===== src/rtl/regfile_param_if.sv =====
// Bus between decode/writeback and the register file: write port, dual read
// port, bulk-clear request and status.
interface regfile_param_if #(
  parameter int DATA_W = 32,
  parameter int ADDR_W = 5
);
  logic              we;
  logic [ADDR_W-1:0] waddr;
  logic [DATA_W-1:0] wdata;
  logic              re;
  logic [ADDR_W-1:0] raddr1;
  logic [ADDR_W-1:0] raddr2;
  logic [DATA_W-1:0] rdata1;
  logic [DATA_W-1:0] rdata2;
  logic              rvalid;
  logic              clr_req;
  logic              busy;

  modport master (
    output we, waddr, wdata, re, raddr1, raddr2, clr_req,
    input  rdata1, rdata2, rvalid, busy
  );

  modport slave (
    input  we, waddr, wdata, re, raddr1, raddr2, clr_req,
    output rdata1, rdata2, rvalid, busy
  );
endinterface


===== src/rtl/regfile_param.sv =====
// Parametrised register file: one write port, two registered write-first read
// ports, optional hardwired zero entry and a one-entry-per-cycle bulk clear.
module regfile_param #(
  parameter int                DATA_W    = 32,
  parameter int                ADDR_W    = 5,
  parameter logic [DATA_W-1:0] RESET_VAL = DATA_W'(8),
  parameter int                ZERO_REG  = 1
) (
  input logic            clk,
  input logic            rst_n,
  regfile_param_if.slave bus
);
  localparam int         DEPTH    = 1 << ADDR_W;
  localparam logic [0:0] IDLE     = 1'b0;
  localparam logic [0:0] CLEAR    = 1'b1;
  localparam bit         HAS_ZERO = (ZERO_REG != 0);

  logic [0:0]        state;
  logic [ADDR_W-1:0] clrIdx;
  logic [DATA_W-1:0] regs [DEPTH];
  logic [DATA_W-1:0] clrVal;
  logic [DATA_W-1:0] rdNext1;
  logic [DATA_W-1:0] rdNext2;
  logic [DATA_W-1:0] rdata1Q;
  logic [DATA_W-1:0] rdata2Q;
  logic              rvalidQ;
  logic              idle;
  logic              writeOk;

  assign idle    = (state == IDLE);
  assign writeOk = idle && bus.we && !(HAS_ZERO && (bus.waddr == '0));
  assign clrVal  = (HAS_ZERO && (clrIdx == '0)) ? '0 : RESET_VAL;

  // The sweep ends on the edge that writes the last index; clrIdx wraps to 0.
  always_ff @(posedge clk or negedge rst_n) begin
    if (!rst_n) begin
      state  <= IDLE;
      clrIdx <= '0;
    end else begin
      case (state)
        IDLE: begin
          if (bus.clr_req) begin
            state  <= CLEAR;
            clrIdx <= '0;
          end
        end
        CLEAR: begin
          clrIdx <= clrIdx + ADDR_W'(1);
          if (&clrIdx) state <= IDLE;
        end
        default: state <= IDLE;
      endcase
    end
  end

  always_ff @(posedge clk or negedge rst_n) begin
    if (!rst_n) begin
      for (int i = 0; i < DEPTH; i++) begin
        regs[i] <= (HAS_ZERO && (i == 0)) ? '0 : RESET_VAL;
      end
    end else if (state == CLEAR) begin
      regs[clrIdx] <= clrVal;
    end else if (writeOk) begin
      regs[bus.waddr] <= bus.wdata;
    end
  end

  // Zero-entry rule is applied last so a suppressed write can never bypass.
  always_comb begin
    rdNext1 = regs[bus.raddr1];
    rdNext2 = regs[bus.raddr2];
    if (writeOk && (bus.waddr == bus.raddr1)) rdNext1 = bus.wdata;
    if (writeOk && (bus.waddr == bus.raddr2)) rdNext2 = bus.wdata;
    if (HAS_ZERO && (bus.raddr1 == '0)) rdNext1 = '0;
    if (HAS_ZERO && (bus.raddr2 == '0)) rdNext2 = '0;
  end

  always_ff @(posedge clk or negedge rst_n) begin
    if (!rst_n) begin
      rdata1Q <= '0;
      rdata2Q <= '0;
      rvalidQ <= 1'b0;
    end else if (idle && bus.re) begin
      rdata1Q <= rdNext1;
      rdata2Q <= rdNext2;
      rvalidQ <= 1'b1;
    end else begin
      rvalidQ <= 1'b0;
    end
  end

  assign bus.rdata1 = rdata1Q;
  assign bus.rdata2 = rdata2Q;
  assign bus.rvalid = rvalidQ;
  assign bus.busy   = (state == CLEAR);
endmodule


===== src/flat_wrapper.sv =====
// flat-port wrapper written by rule: the top's interface ports become plain ports
module regfile_param_flat 
#(
  parameter int                DATA_W    = 32,
  parameter int                ADDR_W    = 5,
  parameter logic [DATA_W-1:0] RESET_VAL = DATA_W'(8),
  parameter int                ZERO_REG  = 1
)
  (clk, rst_n, bus_we, bus_waddr, bus_wdata, bus_re, bus_raddr1, bus_raddr2, bus_clr_req, bus_rdata1, bus_rdata2, bus_rvalid, bus_busy);
  regfile_param_if #(.DATA_W(DATA_W), .ADDR_W(ADDR_W)) bus_i ();
  input logic clk;
  input logic rst_n;
  input wire logic [$bits(bus_i.we)-1:0] bus_we;
  input wire logic [$bits(bus_i.waddr)-1:0] bus_waddr;
  input wire logic [$bits(bus_i.wdata)-1:0] bus_wdata;
  input wire logic [$bits(bus_i.re)-1:0] bus_re;
  input wire logic [$bits(bus_i.raddr1)-1:0] bus_raddr1;
  input wire logic [$bits(bus_i.raddr2)-1:0] bus_raddr2;
  input wire logic [$bits(bus_i.clr_req)-1:0] bus_clr_req;
  output wire logic [$bits(bus_i.rdata1)-1:0] bus_rdata1;
  output wire logic [$bits(bus_i.rdata2)-1:0] bus_rdata2;
  output wire logic [$bits(bus_i.rvalid)-1:0] bus_rvalid;
  output wire logic [$bits(bus_i.busy)-1:0] bus_busy;
  assign bus_i.we = bus_we;
  assign bus_i.waddr = bus_waddr;
  assign bus_i.wdata = bus_wdata;
  assign bus_i.re = bus_re;
  assign bus_i.raddr1 = bus_raddr1;
  assign bus_i.raddr2 = bus_raddr2;
  assign bus_i.clr_req = bus_clr_req;
  assign bus_rdata1 = bus_i.rdata1;
  assign bus_rdata2 = bus_i.rdata2;
  assign bus_rvalid = bus_i.rvalid;
  assign bus_busy = bus_i.busy;
  regfile_param #(.DATA_W(DATA_W), .ADDR_W(ADDR_W), .RESET_VAL(RESET_VAL), .ZERO_REG(ZERO_REG)) u_core (.clk(clk), .rst_n(rst_n), .bus(bus_i));
endmodule

===== config.mk =====
export PLATFORM = sky130hd
export DESIGN_NAME = regfile_param_flat
export DESIGN_NICKNAME = d
export VERILOG_FILES = /design/src/rtl/regfile_param_if.sv /design/src/rtl/regfile_param.sv /design/src/flat_wrapper.sv
export SDC_FILE = /design/constraint.sdc
export NUM_CORES = 2
export LEC_CHECK = 0
export CORE_ASPECT_RATIO = 1.25
export CORE_MARGIN = 8
export CORE_UTILIZATION = 45
export DETAILED_ROUTE_END_ITERATION = 7
export PLACE_DENSITY_LB_ADDON = 0.12
export SLEW_MARGIN = 20
export SYNTH_ARGS = -nofsm -noshare
export SYNTH_HDL_FRONTEND = slang
export SYNTH_SLANG_ARGS = --single-unit
export TNS_END_PERCENT = 10

===== constraint.sdc =====
create_clock -name clk -period 2.45 [get_ports clk]
set_input_delay 0.735 -clock clk [delete_from_list [all_inputs] [get_ports clk]]
set_output_delay 0.735 -clock clk [all_outputs]
set_load 0.02 [all_outputs]

==> results.json <==
{
  "grt_max_degree": 88,
  "setup_viol": 5,
  "post-route-period-util_pct": 102.8,
  "cap_violations": 0,
  "yosys.area_share.simple_pct": 8.346,
  "p_clk_share_pct": 36.9,
  "synth_seq_cells": 1095,
  "seq_area_sq_um": 27440,
  "chipHeight_um": 421.5,
  "cp-startpoint": "bus_raddr2[1]",
  "overflow": 0,
  "ys.flop_type": "dfrtp_1",
  "track_usage_pct": 32.65,
  "max_freq_mhz": 397.2,
  "met2_length_um": 108200,
  "power_switching_mw": 16.08,
  "antenna_found_initial": 6,
  "startpoint_type": "input port",
  "io_pins": 118,
  "areaGrowthSynthToFinish_pct": 22.40,
  "endpoint_kind": "register",
  "rr_worst_depth": 7,
  "yosysWarnings": 0,
  "cts_sinks": 1095,
  "comb_power_share_pct": 22.3,
  "drt-pass1-iter-count": 6,
  "route.met3.wl_um": 19660,
  "final_core_util_pct": 55.21,
  "worstSetupPathType": "input port to register",
  "antenna_cells": 0,
  "core.rowCount": 149,
  "reg2reg_slack_ns": 0.08,
  "peakVddDrop_mv": 0.7255,
  "nets": 5654,
  "wl_per_cell_um": 32.07,
  "cpMostUsedCell": "buf_4",
  "violations": "negative setup slack",
  "reg2reg_to": "u_core.bus.rdata1[7]",
  "synth-async-reset-ratio_pct": 100.0,
  "grt_pass1_vias": 49946,
  "routed_via_density": 6.648,
  "status": "finished, violations left",
  "cts_buffer_depth": 3,
  "yosys-mux-area-fraction_pct": 19.41,
  "synth_cell_types": 50,
  "power_switching_share_pct": 32.38,
  "gp_congestion": 0.9439,
  "syn_area_per_cell_sq_um": 11.23,
  "cts_tree": "done",
  "drive_above_1_share_pct": 25.83,
  "final_common_cell": "dfrtp_1",
  "slew_violations": 0,
  "synthCells": 5272,
  "clock_latency_ns": 0.77,
  "skew_ns": 0.03823,
  "wl_met1_um": 94510,
  "multi_input_area_sq_um": 29170,
  "worstPathCellList": "buf_2 > and2_2 > buf_4 > a221oi_1 > buf_4 > o21ai_0 > a21oi_1 > or3_1",
  "drt_iter0_markers": 5383,
  "path_delay_family": "compound AO/OA/AOI/OAI gates",
  "power.internal_mw": 33.58,
  "initial_core_util_pct": 45.11,
  "rsz0062_at_grt": "true",
  "r2r_start": "u_core.bus.busy",
  "fin_crit_ns": 2.518,
  "synth_compound_area_share_pct": 20.38,
  "critPathMaxFanout": 12,
  "cp_slowest_stage_delay_ns": 0.69,
  "leakage_nw": 30.66,
  "die-area_sq_um": 143500,
  "dp_hpwl_um": 163400,
  "slew_headroom_pct": 41.22,
  "ys_seq_area_share_pct": 46.35,
  "numPortBuffers": 117,
  "p_per_area_nw_per_um2": 685.3,
  "syn_nets": 5329,
  "synth_area_sq_um": 59200,
  "cts-root-buf": "clkbuf_16",
  "finalHoldViolCount": 0,
  "grt_pass1_wl_um": 350500,
  "ant_nets": 0,
  "wl_um": 238300,
  "synthAdderAreaFrac_pct": 0.1057,
  "clk_pin_slew_ns": 0.06,
  "synth_edf_count": 0,
  "routed.top_layer": "met5",
  "cp.buffers_inverters": 3,
  "power_frac_seq_pct": 40.9,
  "synth_top_family_by_area": "compound AO/OA/AOI/OAI gates",
  "num_vias": 49391,
  "die_w_um": 340.4,
  "required_ns": 3.10,
  "final_cell_mix": "dfrtp_1, nand2_1, o31ai_1",
  "slowest_stage": "o21ai_0",
  "arrival_ns": 3.16,
  "tns_ns": -0.1074,
  "route.detailed.drc": 0,
  "worstMarginPinSlew_ns": 0.8724,
  "core_area_sq_um": 131200,
  "fill_cells": 11464,
  "finalWorstSetupSlack_ns": -0.06754,
  "hp-class": "input port to asynchronous set/reset pin",
  "cts_made_buffers": 117,
  "ctsHtreeMaxLevel": 3,
  "synthXorXnorAreaFrac_pct": 0.1627
}
[stage by stage]
stage / worst slack (ns) / std cells / cell area, sq um / hold slack, ns / total power [mW]
finish: -0.06754 / 7430 / 72460 / 0.4587 / 49.66
global route: 0.0006439 / 7430 / 72460 / 0.4632 / 51.20
CTS: -0.02870 / 7425 / 72300 / 0.4147 / 49.70
detailed placement: -1.127 / 7208 / 68370 / 0.4731 / 31.71
global placement: -1.073 / 7208 / 68370 / 0.4632 / 31.63
floorplan: -0.009776 / 5272 / 59290 / 0.4394 / 25.66
[worst max-delay path by stage]
stage,end,slack [ns],cells past startpoint
2_1_floorplan,u_core.bus.rdata1[3],-0.01,7
3_3_place_gp,u_core.bus.rdata1[26],-1.07,9
3_5_place_dp,u_core.bus.rdata1[26],-1.13,9
4_1_cts,u_core.bus.rdata1[6],-0.03,9
5_1_grt,u_core.bus.rdata1[6],0.0006,9
6_report,u_core.bus.rdata2[15],-0.07,8
[timing repair]
| item | 4_1_cts | 5_1_grt |
|---|---|---|
| buffers inserted | 0 | 5 |
| pin swaps | 0 | 1 |
| gates resized for setup | 109 | 29 |
| endpoints found under the setup margin | 91 | 52 |
| hold buffers | 1 | 0 |
| endpoints found under the hold margin | 19 | 0 |
[cell usage after synthesis (6+ instances only)]
library cell	count	share of area (%)
clkbuf_1	342	2.2
nand2_1	976	6.2
buf_6	12	0.23
nor2_1	27	0.17
inv_1	44	0.28
xnor2_1	11	0.16
nand2b_1	38	0.40
or3_1	35	0.37
a22oi_1	195	2.5
a22o_1	63	0.93
o31ai_1	934	12
and2_1	40	0.42
dfrtp_1	1064	45
nor3_1	6	0.051
dfstp_2	31	1.4
mux4_2	384	15
a211oi_1	33	0.42
a221oi_1	128	1.9
mux2i_1	283	4.8
buf_1	26	0.16
buf_2	242	2.0
nor2b_1	42	0.44
a21oi_1	97	0.82
buf_4	27	0.34
a2111o_1	32	0.61
o22a_1	21	0.31
o21ai_0	90	0.76
[cells by family after synthesis]
logic type                 Yosys count
DFF                               1095
AOI/OAI and AO/OA                 1610
xor gates and xnor gates            11
muxes                              668
adders and majority gates            5
and+or+nand+nor                   1188
buffers and inverters              695
[per-layer routing]
metal / vias to the layer above / GRT usage (%)
met5: - / 0
met4: 4 / 19.10
met3: 613 / 5.872
met2: 2575 / 50.36
met1: 25324 / 43.24
li1: 20875 / -
[power by group through the flow]
stage | sequential (mW) | combinational (mW) | clock (mW)
floorplan | 20.5 | 5.14 | 0
global placement | 20.5 | 11.1 | 0
detailed placement | 20.5 | 11.2 | 0
CTS | 20.2 | 11.0 | 18.5
global route | 20.4 | 11.6 | 19.2
finish | 20.3 | 11.1 | 18.3
[cell type report]
type	count	share of cell area, %
Clock buffer	178	4.674
Clock inverter	38	0.6579
Inverter	44	0.2279
Timing Repair Buffer	857	13.31
Tap cell	1736	2.998
Multi-Input combinational cell	3482	40.26
Sequential cell	1095	37.87
[sequential cells by signal (all words and copies together), names as in the netlist]
name / flops
u_core.regs: 1024
u_core.bus.rdata1: 32
u_core.bus.rdata2: 32
u_core.clrIdx: 5
u_core.bus.busy: 1
u_core.bus.rvalid: 1
No activity file was read; power rests on OpenSTA's default activity.
